**src/rtl/fetch_pkg.sv**
```systemverilog
// -----------------------------------------------------------------------------
// fetch_pkg
// Shared definitions for the instruction-fetch stage: the fetch FSM state
// encoding, the NOP used to fill IF/ID bubbles, the sequential PC increment
// and a helper that word-aligns a PC.
// -----------------------------------------------------------------------------
package fetch_pkg;

    typedef enum logic [1:0] {
        RESET    = 2'd0,
        RUN      = 2'd1,
        STALLED  = 2'd2,
        REDIRECT = 2'd3
    } fetch_state_t;

    // AArch64 NOP, placed in IF/ID whenever it holds a bubble.
    localparam logic [31:0] NOP_ENCODING = 32'hD503_201F;

    localparam logic [63:0] PC_INC = 64'd4;

    // Instructions are 4-byte aligned; clear the two low address bits.
    function automatic logic [63:0] align_pc(input logic [63:0] addr);
        return addr & ~64'd3;
    endfunction

endpackage : fetch_pkg

```
**src/rtl/fetch_ifid_reg.sv**
```systemverilog
// -----------------------------------------------------------------------------
// fetch_ifid_reg
// IF/ID boundary register. Loads a fetched instruction, holds it, or replaces
// it with a NOP bubble. Bubble has priority over load; with neither asserted
// the contents hold.
//
// Ports
//   clk          in   clock, rising edge
//   reset        in   synchronous active-high reset (register becomes a bubble)
//   i_load       in   capture i_instr / i_nextseqpc as a valid instruction
//   i_bubble     in   replace contents with a NOP bubble
//   i_instr      in   instruction to capture
//   i_nextseqpc  in   PC+4 of that instruction
//   o_instr      out  registered instruction
//   o_nextseqpc  out  registered PC+4
//   o_valid      out  1 = real instruction, 0 = bubble
// -----------------------------------------------------------------------------
module fetch_ifid_reg
    import fetch_pkg::*;
#(
    parameter logic [31:0] NOP_INSTR = NOP_ENCODING
) (
    input  logic        clk,
    input  logic        reset,
    input  logic        i_load,
    input  logic        i_bubble,
    input  logic [31:0] i_instr,
    input  logic [63:0] i_nextseqpc,
    output logic [31:0] o_instr,
    output logic [63:0] o_nextseqpc,
    output logic        o_valid
);

    logic [31:0] r_instr;
    logic [63:0] r_nextseqpc;
    logic        r_valid;

    // NOTE: clocked state uses non-blocking (<=) so every register samples
    // pre-edge values; blocking here would create order-dependent races.
    always_ff @(posedge clk) begin
        if (reset || i_bubble) begin
            r_instr     <= NOP_INSTR;
            r_nextseqpc <= '0;
            r_valid     <= 1'b0;
        end else if (i_load) begin
            r_instr     <= i_instr;
            r_nextseqpc <= i_nextseqpc;
            r_valid     <= 1'b1;
        end
    end

    assign o_instr     = r_instr;
    assign o_nextseqpc = r_nextseqpc;
    assign o_valid     = r_valid;

endmodule : fetch_ifid_reg

```
**src/rtl/fetch_unit.sv**
```systemverilog
// -----------------------------------------------------------------------------
// fetch_unit
// Instruction-fetch stage of the five-stage ARM64 pipeline. Owns the PC,
// addresses the combinational instruction memory and loads the IF/ID register.
// Priority on every edge: reset > redirect > stall > normal fetch. A redirect
// loads the aligned target and inserts a bubble into IF/ID. Saturating debug
// counters track loaded instructions and accepted redirects.
//
// Ports
//   clk              in   clock, rising edge
//   reset            in   synchronous active-high reset
//   startpc          in   PC loaded (aligned) while reset is high
//   stall            in   hold PC and IF/ID
//   redirect         in   taken/unconditional branch from MEM
//   redirect_target  in   branch target PC (aligned on load)
//   imem_addr        out  instruction memory address (= pc)
//   imem_data        in   instruction at imem_addr, combinational
//   currentpc        out  current fetch PC
//   id_instr         out  IF/ID instruction
//   id_nextseqpc     out  IF/ID PC+4
//   id_valid         out  IF/ID valid (0 = bubble)
//   fetch_state      out  FSM state for debug
//   fetch_count      out  valid instructions loaded, saturating
//   redirect_count   out  accepted redirects, saturating
// -----------------------------------------------------------------------------
module fetch_unit
    import fetch_pkg::*;
#(
    parameter logic [31:0] NOP_INSTR = NOP_ENCODING,
    parameter int          CNT_W     = 32
) (
    input  logic             clk,
    input  logic             reset,
    input  logic [63:0]      startpc,
    input  logic             stall,
    input  logic             redirect,
    input  logic [63:0]      redirect_target,
    output logic [63:0]      imem_addr,
    input  logic [31:0]      imem_data,
    output logic [63:0]      currentpc,
    output logic [31:0]      id_instr,
    output logic [63:0]      id_nextseqpc,
    output logic             id_valid,
    output logic [1:0]       fetch_state,
    output logic [CNT_W-1:0] fetch_count,
    output logic [CNT_W-1:0] redirect_count
);

    fetch_state_t     r_state;
    logic [63:0]      r_pc;
    logic [CNT_W-1:0] r_fetch_count;
    logic [CNT_W-1:0] r_redirect_count;

    fetch_state_t     w_next_state;
    logic [63:0]      w_next_pc;
    logic [63:0]      w_seq_pc;
    logic             w_ifid_load;
    logic             w_ifid_bubble;
    logic             w_fetch_inc;
    logic             w_redirect_inc;

    // Sequential PC; 64-bit add wraps naturally at the top of the address space.
    assign w_seq_pc = r_pc + PC_INC;

    // Next-state / control. The decision depends only on redirect and stall,
    // so every state shares the same transitions; reset is applied in the
    // register process because it overrides everything on that edge.
    always_comb begin
        // NOTE: every output of this block gets a default first, so no path
        // leaves a signal unassigned and no latch is inferred.
        w_next_state   = r_state;
        w_next_pc      = r_pc;
        w_ifid_load    = 1'b0;
        w_ifid_bubble  = 1'b0;
        w_fetch_inc    = 1'b0;
        w_redirect_inc = 1'b0;

        if (redirect) begin
            w_next_state   = REDIRECT;
            w_next_pc      = align_pc(redirect_target);
            w_ifid_bubble  = 1'b1;
            w_redirect_inc = 1'b1;
        end else if (stall) begin
            w_next_state = STALLED;
        end else begin
            w_next_state = RUN;
            w_next_pc    = w_seq_pc;
            w_ifid_load  = 1'b1;
            w_fetch_inc  = 1'b1;
        end
    end

    always_ff @(posedge clk) begin
        if (reset) begin
            r_state          <= RESET;
            r_pc             <= align_pc(startpc);
            r_fetch_count    <= '0;
            r_redirect_count <= '0;
        end else begin
            r_state <= w_next_state;
            r_pc    <= w_next_pc;
            // Counters stick at all-ones instead of wrapping.
            if (w_fetch_inc && (r_fetch_count != '1)) begin
                r_fetch_count <= r_fetch_count + 1'b1;
            end
            if (w_redirect_inc && (r_redirect_count != '1)) begin
                r_redirect_count <= r_redirect_count + 1'b1;
            end
        end
    end

    fetch_ifid_reg #(
        .NOP_INSTR (NOP_INSTR)
    ) u_ifid (
        .clk         (clk),
        .reset       (reset),
        .i_load      (w_ifid_load),
        .i_bubble    (w_ifid_bubble),
        .i_instr     (imem_data),
        .i_nextseqpc (w_seq_pc),
        .o_instr     (id_instr),
        .o_nextseqpc (id_nextseqpc),
        .o_valid     (id_valid)
    );

    assign imem_addr      = r_pc;
    assign currentpc      = r_pc;
    assign fetch_state    = r_state;
    assign fetch_count    = r_fetch_count;
    assign redirect_count = r_redirect_count;

endmodule : fetch_unit

```
**config.mk**
```make
export PLATFORM = sky130hd
export DESIGN_NAME = fetch_unit
export DESIGN_NICKNAME = d
export VERILOG_FILES = /design/src/rtl/fetch_pkg.sv /design/src/rtl/fetch_ifid_reg.sv /design/src/rtl/fetch_unit.sv
export SDC_FILE = /design/constraint.sdc
export NUM_CORES = 1
export LEC_CHECK = 0
export ABC_AREA = 0
export BUFFER_PORTS_ARGS = -buffer_cell sky130_fd_sc_hd__clkbuf_2
export CAP_MARGIN = 30
export CORE_ASPECT_RATIO = 0.8
export CORE_MARGIN = 2
export CORE_UTILIZATION = 30
export CTS_BUF_LIST = sky130_fd_sc_hd__clkbuf_8
export CTS_CLUSTER_SIZE = 10
export DETAILED_ROUTE_END_ITERATION = 10
export PLACE_DENSITY = 0.52
export SLEW_MARGIN = 20
export SYNTH_ARGS = -nofsm -noshare
export SYNTH_HDL_FRONTEND = slang
export SYNTH_SLANG_ARGS = --single-unit
export TNS_END_PERCENT = 20
```
**constraint.sdc**
```tcl
create_clock -name clk -period 7.65 [get_ports clk]
set_clock_uncertainty 0.05 [all_clocks]
set_input_delay 1.53 -clock clk [delete_from_list [all_inputs] [get_ports clk]]
set_output_delay 1.53 -clock clk [all_outputs]
set_load 0.02 [all_outputs]
```
After elaboration in Yosys (flattened, before gate mapping):

Cells that the tools add are included.

* div/mod/pow operators: 0
* reduce and logical (&&, ||, !) cells: 4
* bitwise gates (word level): 0
* add/sub/neg operators: 3
* multiplexer cells: 8
* shift operators: 0
* magnitude comparators: 0
* $mul: 0
* equal/unequal tests: 3

Operators with widths (number)
* $mux W64: 3
* $add A32 B1 Y32 const B: 2
* $add A64 B3 Y64 const B: 1
* $ne A32 B32 Y1 const B: 2
* $mux W2: 2
* $mux W1: 3
* $ne A3 B2 Y1 const B: 1
* $logic_and A1 B1 Y1: 2
* $reduce_or A2 Y1: 1
* $logic_or A1 B1 Y1: 1

* memories: 0
* bits in writable memories: 0
* logic and storage cells: 26
* output and inout port bits: 291
* register bits: 227
* bits in latches: 0
* ROM bits: 0
* bits of input ports: 164

Longest topological paths before layout:

* depth in word-level cells: 4
* mapped depth: 8
* mapped depth without buffers: 7

Hierarchy:

Synthesis repeated with hierarchy kept, for this count alone.

* cells, all modules: 1230
* area total of the unflattened synthesis: 11539.8 µm²

Modules (own cells, without submodules)
* fetch_unit: times used 1, seq. area each 3183.1 µm², cells each 916, area an instance 8070.2 µm²
* fetch_ifid_reg: times used 1, seq. area each 1941.9 µm², cells each 314, area an instance 3469.6 µm²

Worst setup path after synthesis:

No wires, ideal clock.

* path type: input to register
* from: in reset
* to: reg r_pc[10], in the netlist currentpc[10] (enable)
* required time: 6925 ps
* cell stages on the path: 4
* library setup time: 675 ps
* buffers on the path: 2
* path slack: 3585 ps
* data arrival time: 3340 ps
* cells stage by stage: clkbuf_1 -> nor2_1 -> clkbuf_1 -> nand2_1

* cells in the longest elaborated chain, start to end: 1

RTL lines
* from (decl): line fetch_unit.sv:33 `input logic reset,`
* $ne A3 B2 Y1 (no source line)
* to (signal assigned): line fetch_unit.sv:96 `r_pc <= align_pc(startpc);`
* to (signal assigned): line fetch_unit.sv:101 `r_pc <= w_next_pc;`
* to (decl): line fetch_unit.sv:50 `logic [63:0] r_pc;`

Every way passes these cells.
A chain may end at the register's enable or synchronous reset.

Worst setup path after layout:

* from: in reset
* to: reg r_pc[36], in the netlist currentpc[36] (data pin)

* cells in the longest elaborated chain, start to end: 1

RTL lines
* $mux W64: line fetch_unit.sv:94 `if (reset) begin`

Every way passes these cells.

==> results.md <==
- CP cell instances: buf_4 -> clkinv_1 -> nand2_2 -> buf_4 -> o21ai_0
- Final Worst Setup Slack: roughly 3.6 ns
- CTS max path bufs: 3
- DR vias/cell: between 4 and 5
- CP Capture Point: currentpc[36]$_DFFE_PP_
- Synthesized area: around 11000 um2
- EDFF count, synth: 62
- CP Depth: 5
- LEAKAGE: approximately 6.3 nW
- Crit Path Class: in2reg
- Fill count: between 3000 and 4000
- Clk_lat worst skew: 0.56 ns
- Max Freq: 245.4 MHz
- Worst vdd ir: 0.0001239 V
- Synth Instances: around 1200
- Nets@finish: between 1500 and 2000
- Worst Hold Depth: 2
- CTS resizes: 0
- Post-CTS Setup Inserts: 0
- FF/Latch Area: around 5100 um2
- WP data required: about 8 ns
- Worst R2R End: currentpc[63]$_DFFE_PP_
- Multi-input gate area: roughly 5300 um2
- Power density over the cells: ~210 nW/um2
- Io pins: 455
- Commonest non-fill, non-tap cell in the layout: clkbuf_2
- DR iter-0 viols: between 500 and 600
- Remaining antenna violation count: 0
- Dpl ws: about 3 ns
- Initial Util: 0.3023
- Worst r2r src: currentpc[18]$_DFFE_PP_
- Crit-path most repeated cell: buf_4
- # setup viols final: 0
- Yosys warns: 0
- Critical Path Start: reset
- Min Tclk post-route: approximately 4.1 ns
- Drt total wl: a little over 40 mm
- TNS Setup: 0 ns
- Site Rows: 63
- CP Launch Type: input pin
- Layout cells sized above 1: 0.3236
- Total CTS buffers: 40
- Sequential element share of the synthesized area: 0.4569
- GRT Residual Overflow: 0
- Ys flop type: dfxtp_1
- Post-Layout Cell Count: approximately 2100
- Hold Fails Final Rpt: 0
- Quantity of hold-fixing buffers added after cts: 0
- Reg clk slew, reported paths: 0.06 ns
- Share of the clock period used by the worst path: 0.5327
- Max H-tree Level: 2
- First-pass DRT Iterations: 4
- Initial antenna violation count: 4
- Total Power: 0.002957 W
- Max Cap Viol: 0
- Crit Path Max Fanout: 70
- Tightest Pin Transition: 0.9910 ns
- Crit. End Element: register
- Cells after DPL: 2055
- Critical-path top delay cell: clkinv_1
- Wirelength per Cell: between 15 and 20 um
- Synth unique cells: 54
- Chip height: 176.3 um
- Slew Viols, Final: 0
- Largest net degree at the start of global routing: 84
- Slew headroom: 0.3342
- Area Overhead vs Synth: 27.54%
- DPL Wire Length: ~29 mm
- Root Driver: clkbuf_8
- Die width: ~220 um
- Most frequent cells in the layout: clkbuf_2 (443), nor2_1 (165), dfxtp_1 (161)
- PortBufs: between 400 and 500
- Worst Reg-to-Reg Cells: 6
- Count of state elements after synthesis: 223
- Post-synth ARST share: 0
- Crit path max-delay family: buffers and inverters
- Clk sinks: 223
- Via Count: around 10000
- Critical path arrival: approximately 4.3 ns
- R2R Setup Slk: 4.49 ns
- Final RePlAce weighted congestion: about 0.76
- Vias in the first global route: slightly below 10000
- Largest stage delay on the critical path: 0.87 ns
- Worst path bufs/invs: 3
- Residual DRC: 0
- Worst min path class: reg2reg
- TritonCTS clock tree: yes
- Die area: 38660 um2
- RSZ-0062 raised after global routing: no
- CORE AREA: around 37000 um2
- First-pass GRT wire length: approximately 59 mm
- Hold Crit Start: u_ifid.o_nextseqpc[11]$_SDFFE_PP0P_
- Overall Global Routing Usage: 0.2011
- Status: complete, no violations
- Synth Area per Inst: ~9 um2
## worst min-delay path by stage
| stage | to | slack [ns] |
|---|---|---|
| after floorplan | u_ifid.o_nextseqpc[11]$_SDFFE_PP0P_ | 0.48 |
| after global placement | u_ifid.o_nextseqpc[18]$_SDFFE_PP0P_ | 0.39 |
| after detailed placement | u_ifid.o_nextseqpc[42]$_SDFFE_PP0P_ | 0.40 |
| after CTS | u_ifid.o_nextseqpc[42]$_SDFFE_PP0P_ | 0.41 |
| after global routing | u_ifid.o_nextseqpc[42]$_SDFFE_PP0P_ | 0.42 |
| final | u_ifid.o_nextseqpc[11]$_SDFFE_PP0P_ | 0.40 |
## where the power goes
part | switching [W] | internal (W)
combinational | 0.000314 | 0.000171
clock | 0.000520 | 0.000577
sequential | 0.0000917 | 0.00128
total | 0.000926 | 0.00203
## registers in the layout, summed over array words and instances, names as in the netlist
register	flops
currentpc	62
u_ifid.o_nextseqpc	62
fetch_count	32
redirect_count	32
u_ifid.o_instr	32
fetch_state	2
u_ifid.o_valid	1
## cell type report
class | count | area share
clock inverters | 23 | 0.006700
well taps | 487 | 0.04293
multi-input cells | 878 | 0.3732
inverters | 12 | 0.003262
flip-flops and latches | 223 | 0.3583
diodes | 3 | 0.0005290
clock buffers | 49 | 0.04752
repair buffers | 459 | 0.1676
## worst register-to-register path, delay by kind of cell, from the launching register on
kind             cells  cell delay (ns)
flip-flops           1             0.51
XOR/XNOR             1             0.21
AND/OR/NAND/NOR      4             2.06
AO/OA/AOI/OAI        1             0.08
## logic make-up after synthesis
| logic type | after synthesis | synth area share |
|---|---|---|
| buf+inv | 140 | 0.07038 |
| flops | 223 | 0.4569 |
| xor+xnor | 104 | 0.08185 |
| mux | 68 | 0.06128 |
| other cells | 1 | 0.0003370 |
| simple gates | 503 | 0.2252 |
| compound gates | 194 | 0.1006 |
| fa+ha+maj | 3 | 0.003373 |
## synthesized netlist by cell type, types with 3 or more instances
cell type	instances	share of area
edfxtp_1	62	0.17
o21ai_1	12	0.0054
nor4b_1	3	0.0024
xnor2_1	57	0.045
o31a_1	6	0.0047
o21ai_0	69	0.031
and3_1	23	0.013
or3_1	9	0.0051
a31oi_1	3	0.0017
ha_1	3	0.0034
nand4_1	43	0.024
o21a_1	6	0.0040
nand3_1	47	0.021
mux2i_1	67	0.060
buf_4	68	0.046
nor2_1	166	0.056
buf_1	10	0.0034
o31ai_1	13	0.0088
a21oi_1	55	0.025
xor2_1	47	0.037
dfxtp_1	161	0.29
inv_1	10	0.0034
nor4_1	18	0.010
a22oi_1	8	0.0054
clkbuf_1	48	0.016
and2_1	4	0.0022
and4_1	18	0.014
o22ai_1	15	0.0084
nand2_1	116	0.039
nor3_1	36	0.016
## metal layers
| layer | global-route usage | vias to the layer above | wire length, um |
|---|---|---|---|
| met5 | 0 | - | 7 |
| met4 | 0.06137 | 2 | 917 |
| met3 | 0.03790 | 63 | 2305 |
| met2 | 0.3181 | 338 | 18680 |
| met1 | 0.2775 | 4973 | 18510 |
| li1 | - | 5081 | - |
## through the flow
| stage | util | hold WS (ns) | area [um2] |
|---|---|---|---|
| after floorplan | - | 0.4802 | 11150 |
| after global placement | 0.3624 | 0.3904 | 13340 |
| after detailed placement | 0.3631 | 0.3957 | 13370 |
| after CTS | 0.3840 | 0.4054 | 14140 |
| after global routing | 0.3855 | 0.4196 | 14190 |
| final | 0.3855 | 0.4041 | 14190 |
Note: power is estimated with default switching activity, not from simulation.
